[config.mk]
export PLATFORM = sky130hd
export DESIGN_NAME = reg_delay_line
export DESIGN_NICKNAME = d
export VERILOG_FILES = /design/src/rtl/reg_pkg.sv /design/src/rtl/reg_stage.sv /design/src/rtl/reg_delay_line.sv
export SDC_FILE = /design/constraint.sdc
export NUM_CORES = 1
export LEC_CHECK = 0
export ABC_AREA = 0
export BUFFER_PORTS_ARGS = -buffer_cell sky130_fd_sc_hd__clkbuf_2
export CAP_MARGIN = 20
export CORE_UTILIZATION = 30
export CTS_BUF_LIST = sky130_fd_sc_hd__clkbuf_2 sky130_fd_sc_hd__clkbuf_4 sky130_fd_sc_hd__clkbuf_8
export DETAILED_ROUTE_END_ITERATION = 6
export GPL_TIMING_DRIVEN = 0
export HOLD_SLACK_MARGIN = 0.05
export PLACE_DENSITY = 0.6
export SLEW_MARGIN = 25
export SYNTH_ARGS = -nofsm -noshare
export SYNTH_HDL_FRONTEND = slang
export SYNTH_SLANG_ARGS = --single-unit
[constraint.sdc]
create_clock -name CLK -period 1.8 [get_ports CLK]
set_input_delay 0.36 -clock CLK [delete_from_list [all_inputs] [get_ports CLK]]
set_output_delay 0.36 -clock CLK [all_outputs]
set_load 0.01 [all_outputs]
[src/rtl/reg_pkg.sv]
// reg_pkg: shared constants and helpers for the register/memory-element blocks.
// Contents: REG_RESET_VAL (common reset/flush data value), clog2_cnt() to size
// an occupancy counter that must represent 0..depth inclusive.
package reg_pkg;

  // Data value every memory-element block loads on reset and flush.
  localparam int unsigned REG_RESET_VAL = 0;

  // Bits needed to hold the values 0..depth (note: depth itself, not depth-1).
  function automatic int clog2_cnt(input int depth);
    int w;
    w = 0;
    while ((1 << w) < (depth + 1)) begin
      w = w + 1;
    end
    return w;
  endfunction

endpackage

[src/rtl/reg_stage.sv]
// reg_stage: one pipeline stage, a WIDTH-bit data register plus its valid flop.
// Ports: CLK, RST (sync, active-high), CLR (sync clear), EN (load enable),
//        d/d_vld in, q/q_vld out. RST and CLR both load RESET_VAL and clear q_vld.
module reg_stage #(
  parameter int unsigned      WIDTH     = 4,
  parameter logic [WIDTH-1:0] RESET_VAL = '0
) (
  input  logic             CLK,
  input  logic             RST,
  input  logic             CLR,
  input  logic             EN,
  input  logic [WIDTH-1:0] d,
  input  logic             d_vld,
  output logic [WIDTH-1:0] q,
  output logic             q_vld
);

  always_ff @(posedge CLK) begin
    if (RST || CLR) begin
      q     <= RESET_VAL;
      q_vld <= 1'b0;
    end else if (EN) begin
      // Data moves regardless of d_vld: invalid slots are not squashed.
      q     <= d;
      q_vld <= d_vld;
    end
  end

endmodule

[src/rtl/reg_delay_line.sv]
// reg_delay_line: DEPTH-stage, WIDTH-bit fixed-latency delay line with per-stage
// valid, global advance enable (EN), synchronous FLUSH and live occupancy COUNT.
// Ports: CLK, RST, EN, D, D_VALID, FLUSH in; Q, Q_VALID, COUNT out (all registered).
module reg_delay_line
  import reg_pkg::*;
#(
  parameter int unsigned      WIDTH     = 4,
  parameter int unsigned      DEPTH     = 4,
  parameter logic [WIDTH-1:0] RESET_VAL = WIDTH'(REG_RESET_VAL),
  localparam int unsigned     CNT_W     = clog2_cnt(DEPTH)
) (
  input  logic             CLK,
  input  logic             RST,
  input  logic             EN,
  input  logic [WIDTH-1:0] D,
  input  logic             D_VALID,
  input  logic             FLUSH,
  output logic [WIDTH-1:0] Q,
  output logic             Q_VALID,
  output logic [CNT_W-1:0] COUNT
);

  logic [DEPTH-1:0][WIDTH-1:0] stage_dat;
  logic [DEPTH-1:0]            stage_vld;
  logic [CNT_W-1:0]            cnt;

  for (genvar i = 0; i < DEPTH; i++) begin : g_stage
    if (i == 0) begin : g_head
      reg_stage #(.WIDTH(WIDTH), .RESET_VAL(RESET_VAL)) u_stage (
        .CLK   (CLK),
        .RST   (RST),
        .CLR   (FLUSH),
        .EN    (EN),
        .d     (D),
        .d_vld (D_VALID),
        .q     (stage_dat[i]),
        .q_vld (stage_vld[i])
      );
    end else begin : g_body
      reg_stage #(.WIDTH(WIDTH), .RESET_VAL(RESET_VAL)) u_stage (
        .CLK   (CLK),
        .RST   (RST),
        .CLR   (FLUSH),
        .EN    (EN),
        .d     (stage_dat[i-1]),
        .d_vld (stage_vld[i-1]),
        .q     (stage_dat[i]),
        .q_vld (stage_vld[i])
      );
    end
  end

  // Occupancy tracks popcount(stage_vld) incrementally: one word enters and one
  // leaves per advance. The true result is always 0..DEPTH, so modular CNT_W
  // arithmetic on the intermediate sum is exact.
  always_ff @(posedge CLK) begin
    if (RST || FLUSH) begin
      cnt <= '0;
    end else if (EN) begin
      cnt <= cnt + CNT_W'(D_VALID) - CNT_W'(stage_vld[DEPTH-1]);
    end
  end

  assign Q       = stage_dat[DEPTH-1];
  assign Q_VALID = stage_vld[DEPTH-1];
  assign COUNT   = cnt;

endmodule
==> metrics.txt, run 1 <==
Layout area overhead 19.7%; post-synthesis compound-gate area fraction 1.82%; H-Tree Depth 1; Final Hold Viols 0; final setup vio count 0; fin area 1070 sq um; n_diodes 0; critical path class reg2reg; Starting Density 32.2%; yosys warns 0; Cell Area, Synth 895 sq um; First-pass DRT Iterations 2; worst vdd ir 0.521 mV; clock skew 3.83 ps; min-delay worst type in2reg; CTS sink count 23; Yosys reg bits 23; GRT Overall Usage 10.9%; Period minus WS final 1730 ps; Synth area leader dfxtp_1; Slew Limit Fails 0; maxcap violations 0; DIE WIDTH 56.6 um; Worst Tran Pin Value 247 ps; full die area 3200 sq um; Core Region 2780 sq um; root buf cell clkbuf_4; hold_buf cts 0; dpl cell area 1010 sq um; post-route setup slack 69.7 ps; Die Y 56.6 um; CP arrival 2000 ps; Post-Synth Simple-Gate Area 11.5%; RSZ-0062 raised after global routing no; Setup crit start kind flip-flop; DRC 0; # nets final 119; Clock transition at path regs 120 ps; Routed WL per cell 10.7 um; Placed Cells 132; sequential-to-total area share from yosys stat 51.5%; synth unique cells 16; detailed router's first-iteration violation count 25; Synth Instances 86; std cell rows 19; clock buffer depth 2; Avg Cell Area, Syn 10.4 sq um; ratio of cells with drive above 1 in the final layout 32.1%; I/O pin cnt 17; worst-path fanout max 2; grt total ovfl 0; most frequent cells in the layout 22 x nor2_1, 21 x dfxtp_1, 21 x mux2i_1; Place WS -11.8 ps; total CTS buffers 3; status finished, final reports clean; detailed placement HPWL 1.10 mm; most common cell after layout, fill and taps aside nor2_1; Design Power 827 uW; P_leak 0.000488 uW; pin count of the biggest net entering global routing 14; drt total wl 1.47 mm; mux share of post-synthesis cell area 23.5%; xor/xnor share of the synthesized area 0.979%; syn_nets 98; number of global-route vias before repair 611; Fmax 0.578 GHz; CTS tree done; Final period util 96.1%; Skew-Pair Late Insertion Delay 310 ps; crit end category flip-flop; antenna-violating nets left 0; pwr dens 772 nW/um^2; port buffer count 15; DR vias/cell 4.50; Slew HR 83.5%; Area contributors post-synth dfxtp_1 51%, mux2i_1 23%, nor2_1 9.2%; largest family of logic cells by synthesized area multiplexers; top-area cell type share of the netlist area 51.5%; CP Data Required Time 2070 ps; first-pass GRT wire length 2.57 mm; initial antenna violation count 0; DR vias 616; RD Place Congestion 0.652; fin cells 137; adder-cell area share of the yosys netlist 5.03%
## metal layers
metal	track usage (%)	vias to the layer above	wire length (um)
met5	0	-	0
met1	11.3	279	636
li1	-	318	-
met4	5.23	0	19
met3	4.84	2	100
met2	18.7	17	712
## critical path, cell delays in order (launching register included)
cell     delay [ps]
dfxtp_2         350
inv_2            40
ha_4            220
inv_2            40
ha_2            150
inv_2            40
fa_2            370
xor2_2          160
a211o_1         260
nand2_1          60
## synth_stat cells
cell / instances
dfxtp_1: 23
nor2_1: 22
mux2i_1: 21
inv_1: 4
buf_4: 3
buf_2: 2
ha_1: 2
a211o_1: 1
a211oi_1: 1
clkbuf_1: 1
fa_1: 1
nand2_1: 1
nand3_1: 1
nor3_1: 1
or2_0: 1
xor2_1: 1
## report_power, final
group	internal [uW]	total (uW)	switching (uW)
Sequential	516	521	4.68
Clock	83.1	236	153
Combinational	34.3	70.3	36.0
Total	633	827	193
## final timing paths
kind	from	to	slack [ps]	depth (start not counted)
worst max-delay path	COUNT[0]$_SDFFE_PP0P_	COUNT[2]$_SDFFE_PP0P_	70	9
worst min-delay path	D[3]	g_stage[0].g_head.u_stage.q[3]$_SDFFE_PP0P_	280	3
worst max register to register	COUNT[0]$_SDFFE_PP0P_	COUNT[2]$_SDFFE_PP0P_	70	9
worst min register to register	g_stage[0].g_head.u_stage.q[3]$_SDFFE_PP0P_	g_stage[0].g_head.u_stage.q[3]$_SDFFE_PP0P_	510	2
## registers in the layout, summed over array words and instances, names as in the netlist
register                      count
g_stage.g_body.u_stage.q_vld      3
g_stage.g_body.u_stage.q         12
COUNT                             3
g_stage.g_head.u_stage.q_vld      1
g_stage.g_head.u_stage.q          4
## through the flow
stage	utilization, %	hold slack, ps	TNS, ps
2_1_floorplan	-	460	0
3_3_place_gp	36.3	475	0
3_5_place_dp	36.3	484	-11.8
4_1_cts	37.7	268	0
5_1_grt	38.5	277	0
6_report	38.5	277	0
## logic make-up (layout without fill, tap and decap cells)
| kind of cell | Yosys count | in the layout |
|---|---|---|
| flops | 23 | 23 |
| xor+xnor | 1 | 1 |
| mux | 21 | 21 |
| simple gates | 26 | 26 |
| compound gates | 2 | 2 |
| fa+ha+maj | 3 | 3 |
| buf+inv | 10 | 30 |
## what timing repair did
action / in CTS / in global routing
setup endpoints to repair: 1 / 1
endpoints found under the hold margin: 0 / 0
gates resized for setup: 2 / 6
pin swaps: 0 / 4
buffers inserted: 1 / 0
## area by class of cell
| type | instances | area, sq um |
|---|---|---|
| fill | 301 | 1710 |
| sequential | 23 | 463 |
| buffer | 6 | 36.3 |
| clock inverter | 1 | 5.00 |
| clock buffer | 3 | 22.5 |
| tap | 31 | 38.8 |
| inverter | 4 | 15.0 |
| timing repair buffer | 16 | 82.6 |
| multi-input combinational | 53 | 408 |
Power figures use the tool's default switching activity.
==> run 2: changes to the inputs <==
--- a/config.mk
+++ b/config.mk
@@ -17,4 +17,5 @@
 export SLEW_MARGIN = 25
 export SYNTH_ARGS = -nofsm -noshare
 export SYNTH_HDL_FRONTEND = slang
+export SYNTH_HIERARCHICAL = 1
 export SYNTH_SLANG_ARGS = --single-unit
==> metrics.txt, run 2 <==
pin count of the biggest net entering global routing 25 (was 14); Slew HR 68.1% (was 83.5%); Layout area overhead 22.4% (was 19.7%); detailed router's first-iteration violation count 18 (was 25); Placed Cells 129 (was 132); syn_nets 94 (was 98); full die area 3330 sq um (was 3200 sq um); First-pass DRT Iterations 6 (was 2); synth unique cells 12 (was 16); top-area cell type share of the netlist area 49.5% (was 51.5%); critical path class reg2reg (unchanged); asr flop ratio synth 0% (unchanged); post-route setup slack -83.7 ps (was 69.7 ps); fin cells 136 (was 137); initial antenna violation count 0 (unchanged); clock buffer depth 2 (unchanged); Top Registers g_stage.g_body.u_stage/q (12), g_stage.g_head.u_stage/q (4) (was g_stage.g_body.u_stage.q (12), g_stage.g_head.u_stage.q (4)); grt total ovfl 0 (unchanged); crit end category flip-flop (unchanged); DRC 1 (was 0); Die Y 57.7 um (was 56.6 um); most common cell after layout, fill and taps aside nor3_1 (was nor2_1); H-Tree Depth 1 (unchanged); worst reg-to-reg path cell count 9 (unchanged); Worst R2R End COUNT[2]$_SDFFE_PP0P_ (unchanged); dpl cell area 1050 sq um (was 1010 sq um); Skew-Pair Late Insertion Delay 310 ps (about the same); Synth Instances 82 (was 86); yosys warns 6 (was 0); Slew Limit Fails 0 (unchanged); hold path endpoint g_stage[0].g_head.u_stage/q[1]$_SDFFE_PP0P_ (was g_stage[0].g_head.u_stage.q[3]$_SDFFE_PP0P_); worst vdd ir 0.574 mV (was 0.521 mV); Final Hold Viols 0 (unchanged); clock skew 0.521 ps (was 3.83 ps); final setup vio count 1 (was 0); Cell Area, Synth 931 sq um (was 895 sq um); drt total wl 1.67 mm (was 1.47 mm); n_diodes 0 (unchanged); status finished, violations left (was finished, final reports clean); r2r startpoint COUNT[0]$_SDFFE_PP0P_ (unchanged); max reg flops 12 (unchanged); antenna-violating nets left 0 (unchanged); fin area 1140 sq um (was 1070 sq um); Starting Density 32.6% (was 32.2%); top-count cell post-synth dfxtp_1 (unchanged); Primary FF master, synth dfxtp_1 (unchanged); P_leak 0.000485 uW (was 0.000488 uW); std cell rows 19 (unchanged); Period minus WS final 1880 ps (was 1730 ps); Routed WL per cell 12.3 um (was 10.7 um); Area contributors post-synth dfxtp_1 49%, mux2i_1 23%, nor3_1 12% (was dfxtp_1 51%, mux2i_1 23%, nor2_1 9.2%); grt met2 use 18.9% (was 18.7%); maxcap violations 0 (unchanged); GRT met3 Usage 4.02% (was 4.84%); sequential-to-total area share from yosys stat 49.5% (was 51.5%); I/O pin cnt 17 (unchanged); pwr dens 745 nW/um^2 (was 772 nW/um^2); DIE WIDTH 57.7 um (was 56.6 um); # nets final 118 (was 119); Setup crit start kind flip-flop (unchanged); worst-path fanout max 2 (unchanged); hold_buf cts 0 (unchanged); CTS tree done (unchanged); violated checks design-rule violations, negative setup slack; CP arrival 2150 ps (was 2000 ps); Worst Tran Pin Value 478 ps (was 247 ps); DR vias 685 (was 616); Yosys reg bits 23 (unchanged); first-pass GRT wire length 2.84 mm (was 2.57 mm); worst hold stages 3 (unchanged); Avg Cell Area, Syn 11.4 sq um (was 10.4 sq um); Hold Startpoint D[1] (was D[3]); total CTS buffers 3 (unchanged); most frequent cells in the layout 22 x nor3_1, 21 x dfxtp_1, 21 x mux2i_1 (was 22 x nor2_1, 21 x dfxtp_1, 21 x mux2i_1); GRT Overall Usage 11.0% (was 10.9%); Final period util 105% (was 96.1%); Post-synth EDFFs 0 (unchanged); DR vias/cell 5.04 (was 4.50); Clock transition at path regs 130 ps (was 120 ps); RD Place Congestion 0.659 (was 0.652); M1 GR Usage 13.4% (was 11.3%); ratio of cells with drive above 1 in the final layout 35.2% (was 32.1%); Critical Path Source COUNT[0]$_SDFFE_PP0P_ (unchanged); Core Region 2850 sq um (was 2780 sq um); Fmax 0.531 GHz (was 0.578 GHz); number of global-route vias before repair 661 (was 611); detailed placement HPWL 1.17 mm (was 1.10 mm); CP Data Required Time 2070 ps (about the same); R2R setup slack -80 ps (was 70 ps); Synth area leader dfxtp_1 (unchanged); port buffer count 16 (was 15); Place WS -72.5 ps (was -11.8 ps); commonest cells in the synthesized netlist 23 x dfxtp_1, 22 x nor3_1, 21 x mux2i_1 (was 23 x dfxtp_1, 22 x nor2_1, 21 x mux2i_1); layer with the highest usage met2 (unchanged); CTS sink count 23 (unchanged); RSZ-0062 raised after global routing yes (was no); root buf cell clkbuf_4 (unchanged); Biggest register g_stage.g_body.u_stage/q (was g_stage.g_body.u_stage.q); min-delay worst type in2reg (unchanged)
==> run 2: critical path, cell delays in order, from the launching register on <==
cell and delay (ps):
dfxtp_2 360, inv_2 40, ha_4 220, inv_2 60, ha_4 120, inv_2 30, fa_2 360, xor2_2 160
a2111oi_2 360, a31o_1 130
==> run 2: kinds of logic after synthesis <==
logic type      count (synthesis)  share of synthesized area, %
simple gates                   23                          12.2
flops                          23                          49.5
mux                            21                          22.6
buf+inv                         8                          6.45
compound gates                  3                          3.49
fa+ha+maj                       3                          4.84
xor+xnor                        1                         0.941
==> run 2: area by class of cell <==
type | count | area (sq um)
clock inverter | 1 | 7.51
timing repair buffer | 19 | 103
buffer | 4 | 45.0
inverter | 4 | 15.0
clock buffer | 3 | 22.5
sequential | 23 | 463
tap | 31 | 38.8
fill | 286 | 1710
multi-input combinational | 51 | 445
==> run 2: where the power goes <==
group	internal (uW)	switching, uW	total [uW]
sequential	516	4.94	521
combinational	39.4	45.5	84.9
clock	84.8	159	243
==> run 2: worst max path at each step <==
stage / endpoint / slack [ps] / cells past startpoint
finish: COUNT[2]$_SDFFE_PP0P_ / -80 / 9
global route: COUNT[2]$_SDFFE_PP0P_ / -180 / 9
CTS: COUNT[2]$_SDFFE_PP0P_ / -70 / 9
detailed placement: COUNT[2]$_SDFFE_PP0P_ / -70 / 9
global placement: COUNT[2]$_SDFFE_PP0P_ / -10 / 9
floorplan: COUNT[2]$_SDFFE_PP0P_ / -9 / 9
==> run 2: per-stage QoR <==
step,power [uW],hold WS (ps),TNS [ps],util (%)
global placement,609,512,-14.0,36.9
global route,894,334,-210,40.0
finish,849,333,-83.7,40.0
floorplan,575,429,-8.79,-
CTS,859,312,-95.6,38.6
detailed placement,611,517,-81.9,36.9
==> run 2: what timing repair did <==
action / 4_1_cts / 5_1_grt
gates cloned: 0 / 0
setup endpoints to repair: 2 / 2
buffers inserted: 2 / 1
resized for setup: 1 / 7
pin swaps: 0 / 3
==> run 2: layer usage <==
layer / vias up / routed length (um) / share of wire, %
li1: 347 / - / -
met1: 323 / 749 / 45
met2: 15 / 841 / 50
met3: 0 / 82 / 4.9
met4: 0 / 0 / 0
met5: - / 0 / 0
